`config.mk`:
```
export PLATFORM = sky130hd
export DESIGN_NAME = interrupt_controller
export DESIGN_NICKNAME = d
export VERILOG_FILES = /design/src/rtl/interrupt_controller.sv
export SDC_FILE = /design/constraint.sdc
export NUM_CORES = 1
export LEC_CHECK = 0
export CAP_MARGIN = 15
export CORE_MARGIN = 2
export CORE_UTILIZATION = 39
export DETAILED_ROUTE_END_ITERATION = 8
export GPL_TIMING_DRIVEN = 0
export PLACE_DENSITY_LB_ADDON = 0.25
export SKIP_LAST_GASP = 1
export SYNTH_ARGS = -nofsm -noshare
export SYNTH_HDL_FRONTEND = slang
export SYNTH_SLANG_ARGS = --single-unit
export TNS_END_PERCENT = 5
```
`constraint.sdc`:
```
create_clock -name clk -period 1.2 [get_ports clk]
set_clock_uncertainty 0.1 [all_clocks]
set_input_delay 0.18 -clock clk [delete_from_list [all_inputs] [get_ports clk]]
set_output_delay 0.18 -clock clk [all_outputs]
set_load 0.005 [all_outputs]
```
`src/rtl/interrupt_controller.sv`:
```
`default_nettype none
// ============================================================================
// interrupt_controller : prioritised edge-latched interrupt controller
// Revision : 1.0
// ============================================================================
module interrupt_controller #(
  parameter int                NUM_INT    = 4,
  parameter int                ADDR_W     = 8,
  parameter logic [ADDR_W-1:0] VEC_BASE   = 8'hF0,
  parameter int                VEC_STRIDE = 4
) (
  input  logic               clk,
  input  logic               reset,
  input  logic [NUM_INT-1:0] intIn,
  input  logic               maskWr,
  input  logic [NUM_INT-1:0] maskData,
  input  logic               intEnable,
  input  logic               intAck,
  input  logic               intDone,
  output logic               intPending,
  output logic [ADDR_W-1:0]  isrAddr,
  output logic [NUM_INT-1:0] intReg,
  output logic [NUM_INT-1:0] inService
);

  localparam int                IDX_W    = (NUM_INT > 1) ? $clog2(NUM_INT) : 1;
  localparam logic [ADDR_W-1:0] c_stride = ADDR_W'(VEC_STRIDE);

  typedef enum logic [1:0] {
    IDLE    = 2'd0,
    REQ     = 2'd1,
    SERVICE = 2'd2
  } state_t;

  state_t             r_state;
  state_t             w_stateNext;
  logic [NUM_INT-1:0] r_prevIn;
  logic [NUM_INT-1:0] r_mask;
  logic [NUM_INT-1:0] r_intReg;
  logic [NUM_INT-1:0] r_inService;
  logic [IDX_W-1:0]   r_idx;
  logic [IDX_W-1:0]   w_sel;
  logic [NUM_INT-1:0] w_edge;
  logic [NUM_INT-1:0] w_eligible;
  logic [NUM_INT-1:0] w_idxOnehot;
  logic               w_lock;
  logic               w_ack;
  logic               w_done;

  assign w_edge      = intIn & ~r_prevIn;
  assign w_eligible  = r_intReg & ~r_mask;
  assign w_idxOnehot = NUM_INT'(1) << r_idx;

  // Lowest index wins: scan from the top so the last hit is the smallest index.
  always_comb begin
    w_sel = '0;
    for (int i = NUM_INT - 1; i >= 0; i--) begin
      if (w_eligible[i]) w_sel = i[IDX_W-1:0];
    end
  end

  always_comb begin
    w_stateNext = r_state;
    w_lock      = 1'b0;
    w_ack       = 1'b0;
    w_done      = 1'b0;
    case (r_state)
      IDLE: begin
        if (intEnable && (|w_eligible)) begin
          w_lock      = 1'b1;
          w_stateNext = REQ;
        end
      end
      REQ: begin
        if (intAck) begin
          w_ack       = 1'b1;
          w_stateNext = SERVICE;
        end
      end
      SERVICE: begin
        if (intDone) begin
          w_done      = 1'b1;
          w_stateNext = IDLE;
        end
      end
      default: w_stateNext = IDLE;
    endcase
  end

  always_ff @(posedge clk or posedge reset) begin
    if (reset) begin
      r_state     <= IDLE;
      r_prevIn    <= '0;
      r_mask      <= '0;
      r_intReg    <= '0;
      r_inService <= '0;
      r_idx       <= '0;
    end else begin
      r_state  <= w_stateNext;
      r_prevIn <= intIn;
      if (maskWr) r_mask <= maskData;
      if (w_lock) r_idx <= w_sel;
      // Clear of the acknowledged source is applied before the OR so a coincident edge survives.
      r_intReg <= (r_intReg & ~(w_ack ? w_idxOnehot : '0)) | w_edge;
      if (w_ack) begin
        r_inService <= w_idxOnehot;
      end else if (w_done) begin
        r_inService <= '0;
      end
    end
  end

  assign intPending = (r_state == REQ);
  assign isrAddr    = intPending ? (VEC_BASE + ADDR_W'(r_idx) * c_stride) : '0;
  assign intReg     = r_intReg;
  assign inService  = r_inService;

endmodule
`default_nettype wire

```
== Yosys cells after proc, flatten, opt, wreduce, memory -nomap -nowiden ==
Index checks and enable logic that the tools add are counted.

* Bitwise operators: 7
* $add $sub $neg: 1
* Shift-type cells: 1
* Eq/ne operators: 5
* Mux-type cells: 18
* Reduce and logical (&&, ||, !) cells: 5

{| class="wikitable"
|+ Operators with widths
! cell !! count
|-
| 2-bit two-way mux || 7
|-
| 4-bit bitwise AND || 3
|-
| 4-bit two-way mux || 3
|-
| 4-bit NOT || 3
|-
| 8-bit two-way mux || 1
|-
| 5-bit by 5-bit adder with 6-bit output (first input constant) || 1
|-
| 1-bit two-way mux || 6
|-
| 2-bit != test (second input constant) || 3
|-
| 2-bit case mux with 3 select lines || 1
|-
| 4-bit bitwise OR || 1
|-
| 4-bit OR reduction || 1
|-
| 1-bit by 2-bit left shift with 4-bit output (first input constant) || 1
|-
| 3-bit AND reduction || 1
|-
| 2-bit by 1-bit equality test with 1-bit output (second input constant) || 1
|-
| 2-bit equality test (second input constant) || 1
|-
| 2-bit logical NOT || 1
|-
| 2-bit nonzero test || 1
|-
| 1-bit logical AND || 1
|}

* Output and inout bits: 17
* Bits in registers: 20
* Logic and storage cells: 43

== Longest topological paths before layout ==
* Depth in word-level cells: 6
* Mapped depth: 3
* Gate-level depth less buffers: 3

== Worst setup path before layout ==
Ideal clock, no wire load.

* Path kind: flip-flop to flip-flop
* Start point: register r_state[0]
* End point: register r_inService[2], in the netlist inService[2]
* Arrival: 0.970 ns
* Period minus slack after synthesis: 1.191 ns
* Setup slack: 0.009 ns
* Required time: 0.979 ns
* Stages on the path, launching flop included: 4
* Path buffers: 0
* Library setup time: 0.121 ns
* Cells stage by stage: dfrtp_1 > nand2b_2 > o21a_4 > a22o_1

* Word-level cells in the longest chain between the ends: 3
* Elaborated cells between the ends (all ways): 6
* Those cells by class: eq/ne: 2; mux: 3; reduce/logical: 1

{| class="wikitable"
|+ RTL lines
! what !! line !! RTL
|-
| from (decl) || 35 || <nowiki>state_t r_state;</nowiki>
|-
| from (signal assigned) || 99 || <nowiki>r_state <= w_stateNext;</nowiki>
|-
| 2-bit by 1-bit equality test with 1-bit output or 2-bit equality test (tied branches) || 67 || <nowiki>case (r_state)</nowiki>
|-
| 1-bit two-way mux || 67 ||
|-
| 4-bit two-way mux or 2-bit nonzero test (tied branches) || n/a ||
|-
| to (signal assigned) || 106 || <nowiki>r_inService <= w_idxOnehot;</nowiki>
|-
| to (decl) || 40 || <nowiki>logic [NUM_INT-1:0] r_inService;</nowiki>
|}

Several ways; a longest one is shown, not always the timed one.
A chain may end at the register's enable or synchronous reset.

== Final worst setup path ==
* Start point: register r_state[1]
* End point: output intPending

* Word-level cells in the longest chain between the ends: 1

{| class="wikitable"
|+ RTL lines
! what !! line !! RTL
|-
| 2-bit by 1-bit equality test with 1-bit output || 113 || <nowiki>assign intPending = (r_state == REQ);</nowiki>
|-
| to (decl) || 20 || <nowiki>output logic intPending,</nowiki>
|}

No other way between the ends.

==> impl_metrics.csv <==
group,metric,value,unit
status,status,"finished with violations",
status,violations,"setup timing",
floorplan,design.die.area,0.00264,mm2
sta,setup-violations-final,26,
power_and_ir_drop,power.internal,2.10,mW
route,drtIter0Drc,10,
clocking,cts_tree,"yes",
clocking,cts_buffers,3,
grt,gr-total-overflow,0,
place,numPortBuffers,28,
synth,synth_compound_area_frac,0.164,
final_layout,nets,139,
floorplan,start_util,0.404,
clocking,clkLatencyLatePin,300,ps
route,vias,736,
setup_path,cp.arrival,1200,ps
power_and_ir_drop,p_per_area,2210,mW/mm2
synth,ys_seq_elements,20,
clocking,clock_path_buffers,2,
setup_path,r2r_slack,-270,ps
route,ant_nets,0,
sta,fmax,673,MHz
floorplan,ioPinCount,31,
synth,yosysWarnings,0,
route,wirelength,2060,um
synth,synthDistinctLibCells,27,
grt,grt_antenna_before_repair,0,
floorplan,fp-row-count,17,
worst_hold_path,min_path_type,"in -> async",
setup_path,endpoint_kind,"output port",
setup_path,cp-start-kind,"flip-flop",
final_layout,insertedDiodeCount,0,
final_layout,fillers,185,
sta,hold_viol,0,
grt,grt_max_degree,21,
synth,synth_xor_area_frac,0,
sta,post-route-period-util,1.24,
synth,synth_simple_gate_area_frac,0.111,
route,route.detailed.drc,0,
floorplan,die_w,51.4,um
floorplan,die_y,51.4,um
clocking,htree_num_levels,1,
synth,synth_top_family_by_area,"compound AO/OA/AOI/OAI gates",
grt,grt_pass1_wl,3370,um
synth,syn_area,877,um2
place,place.gp.congestion,0.717,
route,wl_per_cell,13.5,um
setup_path,crit_path_max_fanout,3,
power_and_ir_drop,p_sw_frac,0.329,
setup_path,r2r_end,"inService[2]",
floorplan,coreArea,0.00217,mm2
synth,synthAdderAreaFrac,0,
clocking,cts_hold_buffers,0,
sta,tightestPinTransition,717,ps
power_and_ir_drop,seq_power_share,0.314,
clocking,root_buffer,"clkbuf_4",
grt,grt_usage,0.179,
synth,synth_area_per_cell,11.5,um2
synth,muxShareOfSynthArea,0.0514,
setup_path,worstPathRequired,920,ps
run,maxCapViolCount,0,
sta,timing.hold.ws,184,ps
final_layout,drive_gt1_frac,0.347,
power_and_ir_drop,ir_drop,1.47,mV
sta,setup_ws,-285,ps
final_layout,final_util,0.653,
sta,min_period,1480,ps
synth,syn_inst,76,
grt,grt_pass1_vias,755,
route,drtPass1Iterations,4,
power_and_ir_drop,p_sw,1.03,mW
power_and_ir_drop,p_leak,0.664,nW
place,place_hpwl,1330,um
route,via_per_inst,4.84,
setup_path,path_class,"reg -> out",
power_and_ir_drop,comb_power_share,0.561,
sta,relSlewSlack,0.521,
power_and_ir_drop,pwr-share-clk,0.125,
clocking,cts.sink_count,20,
sta,slew_viol_final,0,
clocking,path_clk_slew,110,ps
final_layout,syn_to_final_growth,61.6,%
synth,ys_seq_area_frac,0.571,
sta,rsz0062_at_grt,"true",
setup_path,reg2regPathDepth,5,
setup_path,worstReg2RegStart,"r_state[1]",
[power groups by stage]
stage                     Sequential, mW  Combinational (mW)  Clock (mW)
after floorplan                     1.02               0.549           0
after global placement              1.05                1.09           0
after detailed placement            1.06                1.11           0
after CTS                          0.982                1.66       0.404
after global routing                1.01                1.87       0.443
final                              0.983                1.76       0.392
[Yosys cell counts (all sizes together)]
library cell	instances	share of area
dfrtp	20	0.57
inv	11	0.047
o21ai	7	0.040
buf	6	0.051
mux2	4	0.051
nor2b	4	0.029
nor3	3	0.017
a22o	2	0.020
o21a	2	0.026
o2bb2ai	2	0.020
a21o	1	0.0086
a21oi	1	0.0057
a22oi	1	0.0086
and4bb	1	0.014
conb	1	0.0043
nand2	1	0.0043
nand2b	1	0.010
nand3b	1	0.0086
nand4b	1	0.010
nor2	1	0.0043
nor3b	1	0.014
o22ai	1	0.0071
o31ai	1	0.0086
o32ai	1	0.010
o41ai	1	0.010
[per-layer routing]
layer,part of all wire,global-route usage,up-vias,wire (um)
li1,-,-,352,-
met1,0.45,0.236,357,919
met2,0.49,0.282,23,1010
met3,0.050,0.0292,4,102
met4,0.016,0.0921,0,32
met5,0,0,-,0
[layout make-up]
cell class | count | area, um2 | share of cell area
Buffer | 5 | 48.8 | 0.0344
Clock buffer | 4 | 36.3 | 0.0256
Inverter | 11 | 43.8 | 0.0309
Multi-Input combinational cell | 40 | 337 | 0.237
Sequential cell | 20 | 503 | 0.355
Tap cell | 28 | 35.0 | 0.0247
Timing Repair Buffer | 44 | 414 | 0.292
[state kept, by name, summed over array words and instances (netlist names)]
signal / flops
r_state: 2
r_idx: 2
intReg: 4
inService: 4
r_mask: 4
r_prevIn: 4
[repair_timing]
item,4_1_cts,5_1_grt
cloned,0,0
setup buffers,16,0
endpoints found under the setup margin,26,27
gates resized for setup,54,3
pin swaps,2,2
[layout by cell type, fill, tap and decap left out, types with 2 or more instances in the layout]
cell type        instances
buf_2                    2
dfrtp_2                  2
dlygate4sd2_1            4
o21ai_1                  7
inv_1                   10
o2bb2ai_1                2
nor3_2                   2
nor2b_1                  4
clkbuf_4                 3
buf_6                   14
clkdlybuf4s50_1         17
buf_4                   12
mux2_1                   4
dfrtp_1                 18
a22o_1                   2
conb_1                   2
[critical path, stage by stage (launching register included)]
cell and delay (ps):
dfrtp_2 450, nor2_4 170, buf_6 120, buf_6 80
buf_6 80
[per-stage QoR]
stage	setup slack, ps	total power [mW]	instances	setup TNS (ps)	cell area (um2)
3_5_place_dp	-527	2.16	133	-6530	1200
5_1_grt	-331	3.32	152	-6810	1420
6_report	-285	3.13	152	-5430	1420
4_1_cts	-261	3.04	152	-5300	1400
2_1_floorplan	9.34	1.57	77	0	881
3_3_place_gp	-440	2.13	133	-5850	1200
[how the worst max path moves through the flow]
| stage | to | from |
|---|---|---|
| floorplan | inService[2] | r_state[0] |
| global placement | isrAddr[5] | r_state[0] |
| detailed placement | isrAddr[6] | r_state[0] |
| CTS | inService[2] | r_state[1] |
| global route | intPending | r_state[1] |
| finish | intPending | r_state[1] |
[cells by family (layout without fill, tap and decap cells)]
kind of cell	after synthesis	in the layout
other cells	1	2
compound gates	20	20
simple gates	14	14
flops	20	20
buf+inv	17	64
mux	4	4
Note: power is estimated with default switching activity, not from simulation.
